<file path="config.mk">
export PLATFORM = sky130hd
export DESIGN_NAME = serial_char_tx
export DESIGN_NICKNAME = d
export VERILOG_FILES = /design/src/rtl/serial_char_tx.sv
export SDC_FILE = /design/constraint.sdc
export NUM_CORES = 1
export LEC_CHECK = 0
export CORE_ASPECT_RATIO = 0.7
export CORE_MARGIN = 5
export CORE_UTILIZATION = 63
export CTS_BUF_LIST = sky130_fd_sc_hd__clkbuf_4 sky130_fd_sc_hd__clkbuf_8
export DETAILED_ROUTE_END_ITERATION = 12
export PLACE_DENSITY_LB_ADDON = 0.25
export SLEW_MARGIN = 20
export SYNTH_ARGS = -nofsm -noshare
export SYNTH_HDL_FRONTEND = slang
export SYNTH_SLANG_ARGS = --single-unit
</file>
<file path="constraint.sdc">
create_clock -name clk -period 3.35 [get_ports clk]
set_input_delay 0.335 -clock clk [delete_from_list [all_inputs] [get_ports clk]]
set_output_delay 0.335 -clock clk [all_outputs]
set_load 0.005 [all_outputs]
</file>
<file path="src/rtl/serial_char_tx.sv">
// Async-serial character transmitter with a one-entry holding register.
// The frame is a start bit, LSB-first data, optional parity, then one or two stop bits.
module serial_char_tx #(
  parameter int CLKS_PER_BIT = 434,
  parameter int DATA_BITS    = 8,
  parameter int PARITY_EN    = 0,
  parameter int PARITY_ODD   = 0,
  parameter int STOP_BITS    = 1
) (
  input  logic       clk,
  input  logic       reset,
  input  logic [7:0] data_in,
  input  logic       load,
  input  logic       transmit_enable,
  output logic       tx_out,
  output logic       char_sent,
  output logic       busy,
  output logic       overrun
);

  localparam int CNT_W = $clog2(CLKS_PER_BIT);

  typedef enum logic [2:0] {IDLE, START, DATA, PARITY, STOP} state_t;

  state_t               state, state_nxt;
  logic [CNT_W-1:0]     clk_cnt, clk_cnt_nxt;
  logic [2:0]           bit_cnt, bit_cnt_nxt;
  logic [DATA_BITS-1:0] shifter, shifter_nxt;
  logic [DATA_BITS-1:0] hold_reg;
  logic                 parity_bit, parity_nxt;
  logic                 hold_full;
  logic                 bit_end;
  logic                 transfer;
  logic                 frame_done;
  logic                 load_ok;
  logic                 tx_nxt;

  always_comb begin
    state_nxt   = state;
    clk_cnt_nxt = clk_cnt;
    bit_cnt_nxt = bit_cnt;
    shifter_nxt = shifter;
    parity_nxt  = parity_bit;
    transfer    = 1'b0;
    frame_done  = 1'b0;
    bit_end     = (clk_cnt == CNT_W'(CLKS_PER_BIT - 1));

    if (state != IDLE)
      clk_cnt_nxt = bit_end ? '0 : clk_cnt + CNT_W'(1);

    unique case (state)
      IDLE: begin
        if (hold_full && transmit_enable)
          transfer = 1'b1;
      end
      START: begin
        if (bit_end) begin
          state_nxt   = DATA;
          bit_cnt_nxt = '0;
        end
      end
      DATA: begin
        if (bit_end) begin
          if (bit_cnt == 3'(DATA_BITS - 1)) begin
            bit_cnt_nxt = '0;
            state_nxt   = (PARITY_EN != 0) ? PARITY : STOP;
          end else begin
            shifter_nxt = shifter >> 1;
            bit_cnt_nxt = bit_cnt + 3'd1;
          end
        end
      end
      PARITY: begin
        if (bit_end) begin
          state_nxt   = STOP;
          bit_cnt_nxt = '0;
        end
      end
      STOP: begin
        if (bit_end) begin
          if (bit_cnt == 3'(STOP_BITS - 1)) begin
            // A waiting byte goes straight into a new start bit with no idle cycle.
            if (hold_full && transmit_enable) begin
              transfer = 1'b1;
            end else begin
              state_nxt  = IDLE;
              frame_done = 1'b1;
            end
          end else begin
            bit_cnt_nxt = bit_cnt + 3'd1;
          end
        end
      end
      default: state_nxt = IDLE;
    endcase

    if (transfer) begin
      state_nxt   = START;
      shifter_nxt = hold_reg;
      parity_nxt  = (^hold_reg) ^ 1'(PARITY_ODD);
      clk_cnt_nxt = '0;
      bit_cnt_nxt = '0;
    end

    // The line level is computed from the next state so tx_out can be a plain flop.
    unique case (state_nxt)
      START:   tx_nxt = 1'b0;
      DATA:    tx_nxt = shifter_nxt[0];
      PARITY:  tx_nxt = parity_nxt;
      default: tx_nxt = 1'b1;
    endcase

    load_ok = load && (!hold_full || transfer);
  end

  always_ff @(posedge clk) begin
    if (reset) begin
      state      <= IDLE;
      clk_cnt    <= '0;
      bit_cnt    <= '0;
      shifter    <= '0;
      parity_bit <= 1'b0;
      tx_out     <= 1'b1;
    end else begin
      state      <= state_nxt;
      clk_cnt    <= clk_cnt_nxt;
      bit_cnt    <= bit_cnt_nxt;
      shifter    <= shifter_nxt;
      parity_bit <= parity_nxt;
      tx_out     <= tx_nxt;
    end
  end

  // A load on the same edge the holding register drains is accepted, and clearing char_sent beats setting it.
  always_ff @(posedge clk) begin
    if (reset) begin
      hold_reg  <= '0;
      hold_full <= 1'b0;
      char_sent <= 1'b0;
      overrun   <= 1'b0;
    end else begin
      if (load_ok) begin
        hold_reg  <= data_in[DATA_BITS-1:0];
        hold_full <= 1'b1;
      end else if (transfer) begin
        hold_full <= 1'b0;
      end

      if (load && !load_ok)
        overrun <= 1'b1;

      if (load_ok)
        char_sent <= 1'b0;
      else if (frame_done && !hold_full)
        char_sent <= 1'b1;
    end
  end

  assign busy = (state != IDLE);

endmodule

</file>
==> results of run 1 <==
-- worst paths after layout --
path,cells past startpoint,end
hold reg to reg,2,overrun$_SDFFE_PP0P_
setup reg to reg,7,tx_out$_SDFF_PP1_
setup / recovery,2,busy
hold / removal,2,overrun$_SDFFE_PP0P_
-- kinds of logic after synthesis --
group                      after synthesis  synth area share (%)
AOI/OAI and AO/OA                       27                  10.5
xor gates and xnor gates                15                  7.32
adders and majority gates                5                  3.49
buffers and inverters                   13                  3.21
DFF                                     36                  40.2
muxes                                   19                  10.7
and+or+nand+nor                         76                  24.6
-- synthesized netlist by cell type, drive strengths merged, types with 2 or more instances --
cell type / n / area (um2)
a21oi: 6 / 30.0
buf: 5 / 27.5
a211oi: 9 / 72.6
nand2: 5 / 18.8
or3: 3 / 23.8
and3: 3 / 18.8
nor2: 43 / 164
ha: 5 / 62.6
mux2i: 18 / 180
inv: 5 / 18.8
nor3: 3 / 15.0
nand2b: 3 / 18.8
nand4: 2 / 12.5
and4: 2 / 17.5
nand4bb: 2 / 55.1
dfxtp: 36 / 721
clkbuf: 3 / 11.3
xnor2: 10 / 87.6
o21ai: 3 / 15.0
nor2b: 3 / 18.8
xor2: 5 / 43.8
-- report_power, final --
part	internal, mW	switching [mW]	total, mW
logic	0.0550	0.0491	0.104
registers	0.446	0.0158	0.462
clock network	0.184	0.151	0.334
-- area by class of cell --
| class | instances | area, um2 | share of cell area, % |
|---|---|---|---|
| sequential | 36 | 721 | 34.8 |
| multi-input combinational | 142 | 1020 | 49.1 |
| inverter | 5 | 18.8 | 0.906 |
| tap | 36 | 45.0 | 2.18 |
| timing repair buffer | 18 | 173 | 8.34 |
| clock buffer | 8 | 97.6 | 4.71 |
-- layer usage --
metal,track usage [%],vias up
li1,-,695
met1,26.1,663
met2,34.6,49
met3,7.52,9
met4,10.2,0
met5,0,-
-- worst register-to-register path: cells and delay by family (launching register included) --
kind                     cells  cell delay [ns]
multiplexers                 1             0.27
buffers and inverters        1             0.23
AO/OA/AOI/OAI                2             0.24
AND/OR/NAND/NOR              2             0.50
flip-flops                   1             0.43
adder cells (fa/ha/maj)      1             0.29
==> flow_metrics.tcl, run 1 <==
set metrics [dict create \
    status "finished, final reports clean" \
    die_area_um2 4030 \
    post_cts_resized 0 \
    port_buffers 15 \
    cts_sinks 36 \
    nNetsFinal 225 \
    wl_mm 3.65 \
    synthesis.nets 208 \
    final_area_um2 2070 \
    critical_path_class "register to output pin" \
    synth.yosys.seq_area_share_pct 40.2 \
    tritoncts "done" \
    globalplace.congestion 0.942 \
    io-pin-count 16 \
    die_width_um 73.8 \
    initial_core_util_pct 64.9 \
    reg2reg_slack_ns 1.28 \
    ys_dominant_reg_cell "dfxtp_1" \
    floorplan.die.height_um 54.7 \
    ant_nets 0 \
    largest_register_ff_count 9 \
    setup_total_negative_slack_ns 0 \
    postLayoutSetupSlackWorst_ns 1.24 \
    slew_headroom_pct 52.5 \
    drc 0 \
    root_buffer "clkbuf_8" \
    post-route-min-period_ns 2.11 \
    post_route_cells_drive_above_1_share_pct 11.0 \
    count_of_flip_flops_with_a_built_in_enable_after_synthesis 0 \
    timing.hold.worst.class "register to register" \
    num_vias 1416 \
    dr.first_iter.drc_count 160 \
    number_of_buffers_added_by_the_clock_tree_synthesis_step 5 \
    drv_cap 0 \
    achievable-frequency_mhz 474 \
    critical_path_buffers_and_inverters 1 \
    hold_path.startpoint "overrun$_SDFFE_PP0P_" \
    htree_num_levels 2 \
    drt-vias-per-instance 5.78 \
    number_of_non_filler_instances_in_the_completed_layout 245 \
    detailed_placement_wirelength_estimate_mm 2.68 \
    syn_area_um2 1790 \
    clock_latency_ns 0.29 \
    cts.hold.buffers_added 0 \
    number_of_antenna_repair_diodes 0 \
    critical-path-slowest-cell "or3_1" \
    grt_pass1_wl_mm 6.37 \
    synth_cell_type_count 43 \
    drtPass1Iterations 4 \
    setup.worst_path.start_class "register" \
    grt_setup_unrepaired "false" \
    timing.critical_path.required_ns 3.01 \
    worstSetupStartpoint "state[0]$_SDFF_PP0_" \
    critical_path_arrival_ns 1.78 \
    total_power_uw 900 \
    grt_antenna_before_repair 0 \
    syn_area_per_cell_um2 9.39 \
    postPlaceCellArea_um2 1970 \
    wl_met2_mm 1.63 \
    finalClockSkew_ns 0.00662 \
    synth-warning-count 0 \
    area_growth_syn_to_layout_pct 15.4 \
    grt_max_degree 26 \
    final-max-slew-violation-count 0 \
    power.ir.vdd_worst_uv 359 \
    timing.critical_path.fanout_max 9 \
    critPathCaptureType "output pin" \
    highest-signal-layer "met4" \
    dp_cells 237 \
    critical-path-max-stage-delay_ns 0.58 \
    crit_path_cell_trace "or3_1 -> clkdlybuf4s50_1" \
    worstMarginPinSlew_ns 0.712 \
    pre_cts_ws_ns 1.18 \
    power.leakage_nw 0.843 \
    met3RoutedLength_um 233 \
    cpLargestDelayFamily "simple AND/OR/NAND/NOR gates" \
    hold_slack_ns 0.496 \
    routedWlPerCell_um 14.9 \
    ys_ff_latch 36 \
    clk_transition_reported_paths_ns 0.07 \
    postSynthCellCount 191 \
    first_global_vias 1411 \
    overflow 0 \
    asyncSetResetFlopFracSynth_pct 0 \
    fin_crit_sh_pct 63.0 \
    core_region_area_um2 2760 \
    most_frequent_standard_cell_in_the_layout_excluding_fill_and_tap_cells "nor2_1" \
    ctsLongestPathBuffers 2 \
    globalRouteTotalUtil_pct 21.5 \
    total_power_divided_by_cell_area_nw_per_um2 435 \
    m1WireLength_mm 1.70 \
    fillers 216 \
    final_util_pct 75.0 \
    cts_setup_buffers 0 \
    rr_startpoint "clk_cnt[0]$_SDFFE_PP0N_" \
    rows 16 \
    final-hold-violation-count 0 \
    layout.cells.most_common_list "nor2_1, dfxtp_1, mux2i_1" \
    finalSetupViolCount 0 \
]
Note: power is estimated with default switching activity, not from simulation.
==> run 2: changes to the inputs <==
Settings changed: CORE_UTILIZATION 63 to 53.
Clock period 3.35 ns to 1.7 ns, I/O delays scaled along.
==> run 2 against run 1 <==
- the flow now finishes with violations (setup timing)
- clock-buffer cell count is 3 lower
- hold slack got worse by 0.0052 ns
- clock power is 130% higher
- register-to-register slack got worse by 1.4 ns
- sequential cell count unchanged
- clock skew rose by 0.0019 ns
- cell area up 19%
- critical path depth is 5 higher
- utilization increased by 1.5 points
- non-clock buffer count is 25 higher
- total power increased by 110%
- global-route usage decreased by 1.5 points
- largest power group unchanged
- highest routed layer unchanged
==> flow_metrics.tcl, run 2 (synthesis gave the netlist of run 1 again) <==
set metrics [dict create \
    violations "setup timing" \
    critPathMostFrequentCell "ha_4" \
    globalplace.congestion 0.803 \
    final_util_pct 76.5 \
    nNetsFinal 250 \
    fin_crit_sh_pct 106 \
    largest_register_ff_count 9 \
    ant_nets 0 \
    final-max-slew-violation-count 0 \
    critical_path_class "register to register" \
    status "finished, violations left" \
    number_of_buffers_added_by_the_clock_tree_synthesis_step 5 \
    rr_worst_depth 7 \
    globalRouteTotalUtil_pct 20.0 \
    setup.worst_path.start_class "register" \
    root_buffer "clkbuf_8" \
    drtPass1Iterations 4 \
    detailed_placement_wirelength_estimate_mm 2.98 \
    final-hold-violation-count 0 \
    reg2reg_slack_ns -0.1 \
    fillers 204 \
    port_buffers 15 \
    initial_core_util_pct 55.9 \
    endpoint_of_the_worst_slack_reg_to_reg_timing_path "tx_out$_SDFF_PP1_" \
    worstMarginPinSlew_ns 0.334 \
    total_power_divided_by_cell_area_nw_per_um2 787 \
    cts_sinks 36 \
    grt_max_degree 25 \
    timing.critical_path.required_ns 1.86 \
    io-pin-count 16 \
    htree_num_levels 2 \
    number_of_non_filler_instances_in_the_completed_layout 281 \
    timing.hold.worst.class "primary input to register" \
    routedWlPerCell_um 16.7 \
    die_area_um2 4670 \
    critical_path_buffers_and_inverters 0 \
    drv_cap 0 \
    rr_startpoint "bit_cnt[0]$_SDFFE_PP0P_" \
    timing.hold.worst_path_depth 3 \
    post_route_cells_drive_above_1_share_pct 31.6 \
    most_frequent_standard_cell_in_the_layout_excluding_fill_and_tap_cells "nor2_1" \
    critical-path-max-stage-delay_ns 0.36 \
    overflow 0 \
    drc 0 \
    ctsLongestPathBuffers 2 \
    power.leakage_nw 0.994 \
    first_global_vias 1460 \
    tritoncts "done" \
    critical_path_arrival_ns 1.96 \
    area_growth_syn_to_layout_pct 36.9 \
    drt-vias-per-instance 5.45 \
    floorplan.die.height_um 58.7 \
    timing.critical_path.fanout_max 4 \
    finalClockSkew_ns 0.00853 \
    dp_cells 271 \
    num_vias 1531 \
    wl_mm 4.71 \
    number_of_cells_on_the_critical_path 7 \
    clock_latency_ns 0.29 \
    core_region_area_um2 3210 \
    clk_transition_reported_paths_ns 0.08 \
    grt_antenna_before_repair 0 \
    number_of_antenna_repair_diodes 0 \
    grt_setup_unrepaired "true" \
    finalSetupViolCount 15 \
    layout.cells.most_common_list "nor2_1, dfxtp_1, buf_4" \
    postLayoutSetupSlackWorst_ns -0.0975 \
    worst_hold_endpoint "hold_reg[3]$_SDFFE_PP0P_" \
    rows 17 \
    critPathCaptureType "register" \
    power.ir.vdd_worst_uv 556 \
    cpLargestDelayFamily "flip-flops" \
    hold_path.startpoint "data_in[3]" \
    dr.first_iter.drc_count 129 \
    post-route-min-period_ns 1.80 \
    crit_path_cell_trace "ha_4 -> ha_4 -> nor2_4 -> nor4b_4 -> mux2i_1 -> a211o_1 -> o311ai_1" \
    slew_headroom_pct 77.6 \
    grt_pass1_wl_mm 7.12 \
    die_width_um 79.5 \
    achievable-frequency_mhz 556 \
    critical-path-slowest-cell "dfxtp_4" \
]
-- run 2: worst register-to-register path, stage by stage, from the launching register on --
cell	delay, ns
dfxtp_4	0.36
ha_4	0.17
ha_4	0.17
nor2_4	0.12
nor4b_4	0.25
mux2i_1	0.35
a211o_1	0.18
o311ai_1	0.09
-- run 2: through the flow --
stage                     area, um2  setup TNS [ns]  setup WS [ns]  total power, mW  hold slack [ns]
after floorplan                1820               0        0.00533             1.07            0.242
after global placement         2200           -3.40         -0.151             1.16            0.465
after detailed placement       2200           -4.60         -0.194             1.17            0.494
after CTS                      2370         -0.0705        -0.0255             1.91            0.487
after global routing           2460           -2.44         -0.218             2.01            0.497
final                          2460          -0.435        -0.0975             1.93            0.491
-- run 2: per-layer routing --
metal | wire [um] | vias up | track usage [%]
met5 | 0 | - | 0
met4 | 106 | 0 | 8.58
met3 | 402 | 12 | 5.66
met2 | 1980 | 77 | 28.3
met1 | 2220 | 696 | 28.4
li1 | - | 746 | -
-- run 2: layout make-up --
| class | instances | area [um2] | area share [%] |
|---|---|---|---|
| multi-input combinational | 142 | 1160 | 47.2 |
| tap | 47 | 58.8 | 2.39 |
| timing repair buffer | 43 | 379 | 15.4 |
| clock inverter | 3 | 42.5 | 1.73 |
| sequential | 36 | 729 | 29.7 |
| clock buffer | 5 | 68.8 | 2.80 |
| inverter | 5 | 18.8 | 0.764 |
-- run 2: what timing repair did --
| action | in CTS | in global routing |
|---|---|---|
| hold buffers | 0 | 0 |
| hold endpoints to repair | 0 | 0 |
| cloned | 0 | 1 |
| resized for setup | 13 | 19 |
| buffers inserted | 1 | 1 |
| pin swaps | 4 | 8 |
| setup endpoints to repair | 32 | 32 |
-- run 2: how the worst max path moves through the flow --
stage,slack [ns],endpoint,start
detailed placement,-0.19,hold_reg[1]$_SDFFE_PP0P_,transmit_enable
floorplan,0.005,tx_out$_SDFF_PP1_,clk_cnt[1]$_SDFFE_PP0N_
global placement,-0.15,hold_reg[0]$_SDFFE_PP0P_,transmit_enable
finish,-0.1,tx_out$_SDFF_PP1_,bit_cnt[0]$_SDFFE_PP0P_
global route,-0.22,tx_out$_SDFF_PP1_,bit_cnt[0]$_SDFFE_PP0P_
CTS,-0.03,tx_out$_SDFF_PP1_,bit_cnt[0]$_SDFFE_PP0P_
-- run 2: report_power, final --
part | switching [mW] | internal, mW
registers | 0.0299 | 0.878
logic | 0.130 | 0.141
clock network | 0.322 | 0.434
==> run 3: changes to the inputs <==
Settings changed: CORE_ASPECT_RATIO 0.7 to 1.2, SLEW_MARGIN 20 to not set.
==> run 3 against run 2 <==
- the flow still finishes with violations (setup timing)
- sequential power about the same
- clock-buffer cell count unchanged
- critical endpoint unchanged
- critical path depth increased by 1
- register-to-register slack improved by 0.07 ns
- global-route usage increased by 0.78 points
- utilization decreased by 0.29 points
- wire length decreased by 8.4%
- largest power group unchanged
- die area decreased by 0.29%
- largest cell class unchanged
==> flow_metrics.tcl, run 3 (synthesis gave the netlist of run 1 again) <==
set metrics [dict create \
    status "finished, violations left" \
    violations "setup timing" \
    total_power_divided_by_cell_area_nw_per_um2 769 \
    largest_register_ff_count 9 \
    dp_cells 263 \
    timing.critical_path.fanout_max 5 \
    grt_antenna_before_repair 0 \
    die_width_um 63.1 \
    area_growth_syn_to_layout_pct 40.5 \
    total_power_mw 1.94 \
    slew_headroom_pct 77.6 \
    detailed_placement_wirelength_estimate_mm 2.91 \
    timing.critical_path.required_ns 1.86 \
    number_of_buffers_added_by_the_clock_tree_synthesis_step 5 \
    post_route_cells_drive_above_1_share_pct 35.8 \
    num_vias 1550 \
    post-route-min-period_ns 1.72 \
    crit_path_cell_trace "inv_2 -> ha_4 -> nand4b_4 -> buf_4 -> or2_2 -> o22ai_2 -> a211o_1 -> o311ai_1" \
    layout.cells.most_common_list "nor2_1, buf_4, dfxtp_1" \
    drtPass1Iterations 4 \
    grt_setup_unrepaired "true" \
    critical_path_arrival_ns 1.88 \
    clock_latency_ns 0.29 \
    cts.hold.buffers_added 0 \
    wl_mm 4.31 \
    finalClockSkew_ns 0.00473 \
    hold_slack_ns 0.487 \
    htree_num_levels 2 \
    root_buffer "clkbuf_8" \
    power.ir.vdd_worst_uv 751 \
    final-max-slew-violation-count 0 \
    critical-path-max-stage-delay_ns 0.33 \
    power.leakage_nw 1.03 \
    nNetsFinal 256 \
    fin_crit_sh_pct 101 \
    drc 0 \
    floorplan.die.height_um 73.7 \
    drt-vias-per-instance 5.60 \
    grt_max_degree 25 \
    clk_transition_reported_paths_ns 0.07 \
    port_buffers 15 \
    first_global_vias 1634 \
    final-hold-violation-count 0 \
    critical-path-slowest-cell "or2_2" \
    globalplace.congestion 0.896 \
    ctsLongestPathBuffers 2 \
    critPathCaptureType "register" \
    number_of_antenna_repair_diodes 0 \
    setup.worst_path.start_class "register" \
    rows 23 \
    critical_path_class "register to register" \
    tritoncts "done" \
    postLayoutSetupSlackWorst_ns -0.0232 \
    io-pin-count 16 \
    dr.first_iter.drc_count 69 \
    globalRouteTotalUtil_pct 20.8 \
    ant_nets 0 \
    number_of_non_filler_instances_in_the_completed_layout 277 \
    initial_core_util_pct 54.2 \
    achievable-frequency_mhz 580 \
    drv_cap 0 \
    most_frequent_standard_cell_in_the_layout_excluding_fill_and_tap_cells "nor2_1" \
    grt_pass1_wl_mm 7.67 \
    die_area_um2 4650 \
    timing.hold.worst.class "primary input to register" \
    cts_sinks 36 \
    routedWlPerCell_um 15.6 \
    finalSetupViolCount 3 \
    worstMarginPinSlew_ns 0.333 \
    core_region_area_um2 3310 \
    overflow 0 \
]
## run 3: cell count changes in the layout (fill, tap and decap cells not counted), sizes merged
cell / delta
a21o: +1
clkdlybuf4s15: +1
dlygate4sd2: -1
buf: +5
## run 3: layer usage
layer | wire (um) | up-vias | part of all wire, % | track usage, %
li1 | - | 757 | - | -
met1 | 1740 | 752 | 40 | 21.4
met2 | 2340 | 34 | 54 | 39.9
met3 | 158 | 7 | 3.7 | 5.50
met4 | 72 | 0 | 1.7 | 7.78
met5 | 0 | - | 0 | 0
## run 3: stage by stage
| stage | util (%) | instance area, um2 | worst slack, ns | TNS, ns |
|---|---|---|---|---|
| after global placement | 66.9 | 2210 | -0.136 | -3.14 |
| after CTS | 74.1 | 2450 | -0.0195 | -0.0195 |
| after detailed placement | 66.9 | 2210 | -0.244 | -6.25 |
| after floorplan | - | 1820 | 0.00533 | 0 |
| final | 76.2 | 2520 | -0.0232 | -0.0439 |
| after global routing | 76.2 | 2520 | -0.154 | -0.978 |
## run 3: report_power, final
part	switching, mW	total [mW]	internal (mW)
combinational	0.131	0.288	0.157
clock	0.311	0.744	0.434
sequential	0.0278	0.907	0.879
total	0.469	1.94	1.47
## run 3: path summary, 6_finish.rpt
check	slack (ns)	depth (start not counted)	start	endpoint
hold / removal	0.49	3	data_in[1]	hold_reg[1]$_SDFFE_PP0P_
hold reg to reg	0.52	2	overrun$_SDFFE_PP0P_	overrun$_SDFFE_PP0P_
setup reg to reg	-0.02	8	clk_cnt[1]$_SDFFE_PP0N_	tx_out$_SDFF_PP1_
setup / recovery	-0.02	8	clk_cnt[1]$_SDFFE_PP0N_	tx_out$_SDFF_PP1_
## run 3: area by class of cell
type / instances / area (um2)
multi-input combinational: 143 / 1190
clock inverter: 3 / 42.5
fill: 229 / 788
inverter: 5 / 18.8
tap: 37 / 46.3
timing repair buffer: 48 / 427
clock buffer: 5 / 68.8
sequential: 36 / 732
## run 3: worst max-delay path, delay by kind of cell (launching register included)
| family | cells | cell delay (ns) |
|---|---|---|
| simple gates | 2 | 0.50 |
| compound gates | 3 | 0.40 |
| flops | 1 | 0.32 |
| buf+inv | 2 | 0.25 |
| fa+ha+maj | 1 | 0.14 |
## run 3: repair_timing
| item | 4_1_cts | 5_1_grt |
|---|---|---|
| endpoints found under the hold margin | 0 | 0 |
| setup endpoints to repair | 30 | 22 |
| pin swaps | 7 | 10 |
| gates cloned | 1 | 0 |
| setup buffers | 2 | 3 |
| gates resized for setup | 20 | 17 |
